==> config.mk <==
export PLATFORM = sky130hd
export DESIGN_NAME = multicycle_controller
export DESIGN_NICKNAME = d
export VERILOG_FILES = /design/src/rtl/multicycle_controller.sv
export SDC_FILE = /design/constraint.sdc
export NUM_CORES = 1
export LEC_CHECK = 0
export ABC_AREA = 0
export CORE_AREA = 2 2 101 103
export CTS_BUF_LIST = sky130_fd_sc_hd__clkbuf_8 sky130_fd_sc_hd__clkbuf_16
export CTS_CLUSTER_SIZE = 25
export DETAILED_ROUTE_END_ITERATION = 6
export DIE_AREA = 0 0 103 105
export GPL_TIMING_DRIVEN = 0
export HOLD_SLACK_MARGIN = 0.06
export PLACE_DENSITY = 0.52
export SETUP_SLACK_MARGIN = 0.02
export SKIP_LAST_GASP = 1
export SLEW_MARGIN = 40
export SYNTH_ARGS = -nofsm -noshare
export SYNTH_HDL_FRONTEND = slang
export SYNTH_SLANG_ARGS = --single-unit
export TNS_END_PERCENT = 100
==> constraint.sdc <==
create_clock -name clk -period 3.41 [get_ports clk]
set_input_delay 0.8525 -clock clk [delete_from_list [all_inputs] [get_ports clk]]
set_output_delay 0.8525 -clock clk [all_outputs]
set_load 0.05 [all_outputs]
==> src/rtl/multicycle_controller.sv <==
// multicycle_controller: RISC-V multicycle control FSM with shared-memory handshake,
// sticky illegal-opcode trap and retired-instruction counter.
module multicycle_controller #(
    parameter int CNT_W = 32
) (
    input  logic             clk,
    input  logic             reset,
    input  logic [6:0]       op,
    input  logic [2:0]       funct3,
    input  logic             funct7b5,
    input  logic             Zero,
    input  logic             MemReady,
    output logic             PCWrite,
    output logic             AdrSrc,
    output logic             IRWrite,
    output logic             MemWrite,
    output logic             RegWrite,
    output logic [1:0]       ResultSrc,
    output logic [1:0]       ALUSrcA,
    output logic [1:0]       ALUSrcB,
    output logic [1:0]       ImmSrc,
    output logic [2:0]       ALUControl,
    output logic             Illegal,
    output logic [CNT_W-1:0] InstRet
);
    typedef enum logic [3:0] {
        FETCH, DECODE, MEMADR, MEMREAD, MEMWB, MEMWRITE,
        EXECR, ALUWB, EXECI, JAL, BEQ, TRAP
    } state_t;

    state_t           state_q, state_d;
    logic             illegal_q, illegal_d;
    logic [CNT_W-1:0] instret_q, instret_d;
    logic [1:0]       alu_op;
    logic             pc_update, branch, ir_write, mem_write, reg_write;

    always_comb begin
        state_d = state_q;
        case (state_q)
            FETCH:    state_d = MemReady ? DECODE : FETCH;
            DECODE:   state_d = (op == 7'b0000011 || op == 7'b0100011) ? MEMADR :
                                (op == 7'b0110011) ? EXECR :
                                (op == 7'b0010011) ? EXECI :
                                (op == 7'b1101111) ? JAL :
                                (op == 7'b1100011) ? BEQ : TRAP;
            MEMADR:   state_d = (op == 7'b0000011) ? MEMREAD : MEMWRITE;
            MEMREAD:  state_d = MemReady ? MEMWB : MEMREAD;
            MEMWRITE: state_d = MemReady ? FETCH : MEMWRITE;
            EXECR, EXECI, JAL: state_d = ALUWB;
            MEMWB, ALUWB, BEQ: state_d = FETCH;
            TRAP:     state_d = TRAP;
            default:  state_d = FETCH;
        endcase
        illegal_d = illegal_q | (state_d == TRAP);
        // A retirement is any return to FETCH from a working state.
        instret_d = (state_d == FETCH && state_q != FETCH && state_q != TRAP)
                    ? instret_q + CNT_W'(1) : instret_q;
    end

    always_ff @(posedge clk) begin
        if (!reset) begin
            state_q   <= FETCH;
            illegal_q <= 1'b0;
            instret_q <= '0;
        end else begin
            state_q   <= state_d;
            illegal_q <= illegal_d;
            instret_q <= instret_d;
        end
    end

    always_comb begin
        AdrSrc    = 1'b0;
        ResultSrc = 2'b00;
        ALUSrcA   = 2'b00;
        ALUSrcB   = 2'b00;
        alu_op    = 2'b00;
        pc_update = 1'b0;
        branch    = 1'b0;
        ir_write  = 1'b0;
        mem_write = 1'b0;
        reg_write = 1'b0;
        case (state_q)
            FETCH: begin
                ALUSrcB   = 2'b10;
                ResultSrc = 2'b10;
                ir_write  = MemReady;
                pc_update = MemReady;
            end
            DECODE: begin
                ALUSrcA = 2'b01;
                ALUSrcB = 2'b01;
            end
            MEMADR: begin
                ALUSrcA = 2'b10;
                ALUSrcB = 2'b01;
            end
            MEMREAD:  AdrSrc = 1'b1;
            MEMWB: begin
                ResultSrc = 2'b01;
                reg_write = 1'b1;
            end
            MEMWRITE: begin
                AdrSrc    = 1'b1;
                mem_write = 1'b1;
            end
            EXECR: begin
                ALUSrcA = 2'b10;
                alu_op  = 2'b10;
            end
            EXECI: begin
                ALUSrcA = 2'b10;
                ALUSrcB = 2'b01;
                alu_op  = 2'b10;
            end
            ALUWB:    reg_write = 1'b1;
            JAL: begin
                ALUSrcA   = 2'b01;
                ALUSrcB   = 2'b10;
                pc_update = 1'b1;
            end
            BEQ: begin
                ALUSrcA = 2'b10;
                alu_op  = 2'b01;
                branch  = 1'b1;
            end
            default: ;
        endcase
    end

    // Write enables are gated by reset so nothing commits while it is held low.
    assign PCWrite  = reset & (pc_update | (branch & Zero));
    assign IRWrite  = reset & ir_write;
    assign MemWrite = reset & mem_write;
    assign RegWrite = reset & reg_write;

    assign ImmSrc = (op == 7'b0100011) ? 2'b01 :
                    (op == 7'b1100011) ? 2'b10 :
                    (op == 7'b1101111) ? 2'b11 : 2'b00;

    assign ALUControl = (alu_op == 2'b00) ? 3'b000 :
                        (alu_op == 2'b01) ? 3'b001 :
                        (funct3 == 3'b000) ? {2'b00, op[5] & funct7b5} :
                        (funct3 == 3'b010) ? 3'b101 :
                        (funct3 == 3'b110) ? 3'b011 :
                        (funct3 == 3'b111) ? 3'b010 : 3'b000;

    assign Illegal = illegal_q;
    assign InstRet = instret_q;
endmodule

After elaboration in Yosys (flattened, before gate mapping)
Cells that the tools add are included.
- bits of input ports: 15
- register bits after elaboration: 37
- logic and storage cells: 80
- output and inout bits: 49
- equal/unequal tests: 23
- reductions and logical operators: 16
- bitwise operators: 8
- multiplexer cells: 29
- add/subtract/negate cells: 1
- operators by type and width (cell ; count):
    $add A32 B1 Y32 const B ; 1
    $pmux W4 S7 ; 1
    $mux W3 ; 7
    $eq A4 B4 Y1 const B ; 5
    $eq A4 B3 Y1 const B ; 4
    $pmux W2 S2 ; 4
    $eq A7 B6 Y1 const B ; 2
    $eq A7 B7 Y1 const B ; 2
    $mux W2 ; 7
    $reduce_or A2 Y1 ; 5
    $eq A4 B2 Y1 const B ; 2
    $logic_not A4 Y1 ; 2
    $mux W4 ; 2
    $eq A7 B2 Y1 const B ; 1
    $eq A7 B5 Y1 const B ; 1
    $mux W1 ; 7
    $and A1 B1 Y1 ; 6
    $eq A3 B3 Y1 const B ; 2
    $reduce_or A3 Y1 ; 2
    $eq A4 B1 Y1 const B ; 1
    $ne A4 B4 Y1 const B ; 1
    $reduce_bool A4 Y1 ; 1
    $reduce_or A4 Y1 ; 1
    $eq A3 B2 Y1 const B ; 1
    other kinds (7) ; 9

Logic depth before layout (Yosys ltp)
- word-level depth: 10
- depth in mapped cells: 10
- gate-level depth less buffers: 6

Least setup slack after synthesis
No wires, ideal clock.
- path kind: register to output
- start point: register state_q[2]
- end point: output PCWrite
- arrival: 3331 ps
- path buffers: 2
- path slack: -773 ps
- required time: 2558 ps
- stages on the path, launching flop included: 6
- cells stage by stage: dfxtp_1 buf_2 buf_2 nor4_1 and3_1 o21bai_1
- word-level cells in the longest chain between the ends: 5
- elaborated cells between the ends (all ways): 8
- those cells by class: eq/ne: 2; mux: 2; bitwise: 3; reduce/logical: 1
- RTL lines (item ; line ; source):
    from (decl) ; 31 ; state_t state_q, state_d;
    from (signal assigned) ; 66 ; state_q <= state_d;
    $eq A4 B4 Y1 ; 83 ; case (state_q)
    $mux W1 ; 83 ;
    $and A1 B1 Y1 ; 132 ; assign PCWrite = reset & (pc_update | (branch & Zero));
    $or A1 B1 Y1 * ; 132 ;
    $and A1 B1 Y1 * ; 132 ;
    to (decl) ; 13 ; output logic PCWrite,
Mark *: on every way between the ends. The rest lies on a longest branch, timed or not.

Worst setup path in the final report
- start point: input op[5]
- end point: output ALUControl[0]
- word-level cells in the longest chain between the ends: 4
- RTL lines (item ; line ; source):
    from (decl) ; 8 ; input logic [6:0] op,
    $and A1 B1 Y1 ; 143 ; (funct3 == 3'b000) ? {2'b00, op[5] & funct7b5} :
    $mux W3 ; 143 ;
    $mux W3 ; 142 ; (alu_op == 2'b01) ? 3'b001 :
    $mux W3 ; 141 ; assign ALUControl = (alu_op == 2'b00) ? 3'b000 :
    to (decl) ; 22 ; output logic [2:0] ALUControl,
Every way passes these cells.

==> metrics.cfg <==
[setup_path]
r2r_slack_ns = 0.94
cp-start-kind = primary input
crit-reg2reg-launch = state_q[1]$_SDFF_PN0_
end_kind = output port
r2r-end = InstRet[3]$_SDFFE_PN0P_
worstSetupPathType = primary input to output port
path_buf_inv = 2
max_stage_delay_ns = 0.60
cp_data_arrival_time_ns = 2.45
cp_max_fo = 7
rr_worst_depth = 8
cp_slowest_cell = clkdlybuf4s50_1
critical_path.top_delay_family = buffers and inverters
path_cells = clkdlybuf4s50_1, a31oi_1, nor3_1, a21oi_1, nor2_1, dlygate4sd2_1
cp.required_ns = 2.56

[clock_tree]
cts_hold_buf = 0
clock_sinks = 37
clk-insertion-delay-late_ns = 0.29
cts_max_level = 2
path_clk_slew_ns = 0.07
cts_tree = built
clock_path_buffers = 2
root_buffer = clkbuf_8
cts-buffers-inserted = 5

[routing]
drt_first_iter_violations = 126
antenna_left = 0
dr.pass1.iters = 4
totalWireLength_um = 7400
drc_errors = 0
viasPerCell = 5.06
wl_per_cell_um = 14.6
dr_total_vias = 2558

[placement]
gp_congestion = 0.817
pre_cts_ws_ns = -0.381
portBuffers = 62
placed_area_um2 = 3200
dp_hpwl_um = 5310

[pwr]
power.share.clock_pct = 13.2
seq_power_share_pct = 20.2
p_int_mw = 1.14
leakage_nw = 1.09
vdd.ir_drop.worst_mv = 0.416
p_comb_share_pct = 66.6
power_density_nw_per_um2 = 724
switchingPower_mw = 1.23
switching_share_pct = 51.8

[global_route]
global_route.usage.met1_pct = 19.3
grt_first_pass_wirelength_um = 12200
top_usage_layer = met2
use_met3_pct = 2.14
grt_pass1_vias = 2431
grt_usage_pct = 13.8
grt_overflow_total = 0
grt_use_met2_pct = 22.3
grt_max_degree = 11
antenna_found_initial = 0

[timing]
finalSetupViolations = 0
setup-tns-final_ns = 0
final_hold_viol_count = 0
drv_slew = 0
grt_setup_unrepaired = false
max_freq_mhz = 303
fin_worst_skew_ns = 0.00730
tightest_slew_ns = 0.517
slew_headroom_pct = 65.4
layout_setup_ws_ns = 0.111
fin_crit_sh_pct = 96.7
final.min_clock_period_ns = 3.30

[die]
die-area_um2 = 10800
core_um2 = 9640
fp-row-count = 36
start_util_pct = 24.9
die_h_um = 105
fp.dieW_um = 103
ioPinCount = 64

[synth]
ys_seq_area_share_pct = 30.9
async_reset_ff_share_pct = 0
syn_avg_cell_area_um2 = 7.89
ys_ff_latch = 37
synth_ff_type = dfxtp_1
ys_types = 47
synth_cells = 304
yosysWarnings = 0
synth_edf_count = 0
syn-num-nets = 320
syn_area_um2 = 2400

[finish]
finalInstanceArea_um2 = 3280
area_growth_pct = 36.7
final_core_util_pct = 34.0
layout_common_cells = 52 x clkdlybuf4s50_1, 37 x dfxtp_1, 37 x a21oi_1
nNetsFinal = 389
fillers = 1068
final_common_cell = clkdlybuf4s50_1
drive_above_1_share_pct = 9.12
diodes = 0

[outcome]
status = complete, no violations

[hold_path]
min_from = Illegal$_SDFF_PN0_
worstHoldEndpoint = Illegal$_SDFF_PN0_
hold_path.class = flip-flop to flip-flop
whs_path_depth = 1

[job]
drv_cap = 0

[cells in the mapped netlist, drive strengths merged, types with 3 or more instances]
| cell type | instances | area share, % |
|---|---|---|
| and3 | 9 | 2.3 |
| dfxtp | 37 | 31 |
| clkbuf | 12 | 1.9 |
| nor3b | 4 | 1.3 |
| nand2b | 4 | 1.0 |
| o31ai | 30 | 9.4 |
| buf | 20 | 6.1 |
| nor2 | 16 | 2.5 |
| o21ai | 3 | 0.63 |
| nand4 | 9 | 2.3 |
| nor2b | 8 | 2.1 |
| nand2 | 19 | 3.0 |
| or4 | 30 | 9.4 |
| and4 | 6 | 2.2 |
| a21oi | 37 | 7.7 |
| nand3 | 18 | 3.8 |
| and2 | 4 | 1.0 |
| nor3 | 5 | 1.0 |
| nand3b | 3 | 0.94 |
| o211ai | 3 | 1.1 |
[power by group through the flow]
stage | registers (mW) | clock network, mW | logic, mW
2_1_floorplan | 0.510 | 0 | 1.12
3_3_place_gp | 0.491 | 0 | 1.59
3_5_place_dp | 0.491 | 0 | 1.59
4_1_cts | 0.481 | 0.330 | 1.59
5_1_grt | 0.486 | 0.344 | 1.73
6_report | 0.481 | 0.314 | 1.58
[cells by family after synthesis]
| logic type | count (synthesis) | synth area share [%] |
|---|---|---|
| AO/OA/AOI/OAI | 82 | 22.0 |
| XOR/XNOR | 3 | 1.10 |
| adder cells (fa/ha/maj) | 1 | 0.521 |
| buffers and inverters | 34 | 8.29 |
| flip-flops | 37 | 30.9 |
| multiplexers | 3 | 1.30 |
| AND/OR/NAND/NOR | 144 | 36.0 |
[final cells by class]
type | count | area, um^2 | area share (%)
clock inverter | 1 | 3.75 | 0.114
inverter | 2 | 7.51 | 0.229
tap | 133 | 166 | 5.07
multi-input combinational | 233 | 1480 | 45.0
buffer | 32 | 194 | 5.91
timing repair buffer | 62 | 611 | 18.6
clock buffer | 6 | 82.6 | 2.52
sequential | 37 | 741 | 22.6
[worst register-to-register path: cells and delay by family (launching register included)]
kind / cells / cell delay (ns)
buf+inv: 2 / 0.43
simple gates: 4 / 1.24
flops: 1 / 0.34
compound gates: 2 / 0.38
[metrics by stage]
stage / power, mW / hold slack, ns / instances
2_1_floorplan: 1.63 / 0.614 / 304
3_3_place_gp: 2.08 / 0.451 / 499
3_5_place_dp: 2.08 / 0.460 / 499
4_1_cts: 2.40 / 0.478 / 506
5_1_grt: 2.56 / 0.496 / 506
6_report: 2.38 / 0.473 / 506
[flip-flops by register name, indices dropped and copies added, names as in the netlist]
register  count
Illegal       1
InstRet      32
state_q       4
[per-layer routing]
layer	share of wire, %	wire length, um	up-vias
li1	-	-	1303
met1	49	3620	1196
met2	47	3460	53
met3	3.4	255	6
met4	0.85	63	0
met5	0	0	-
[worst max-delay path by stage]
stage | from | endpoint | depth (start not counted)
floorplan | state_q[2]$_SDFF_PN0_ | PCWrite | 5
global placement | reset | PCWrite | 5
detailed placement | reset | PCWrite | 5
CTS | state_q[3]$_SDFF_PN0_ | ALUSrcB[0] | 5
global route | op[5] | ALUControl[0] | 6
finish | op[5] | ALUControl[0] | 6
[timing repair]
action                                  CTS  global route
gates resized for setup                  13             5
endpoints found under the setup margin    9             3
pin swaps                                 0             0
buffers inserted                          0             0
No activity file was read; power rests on OpenSTA's default activity.
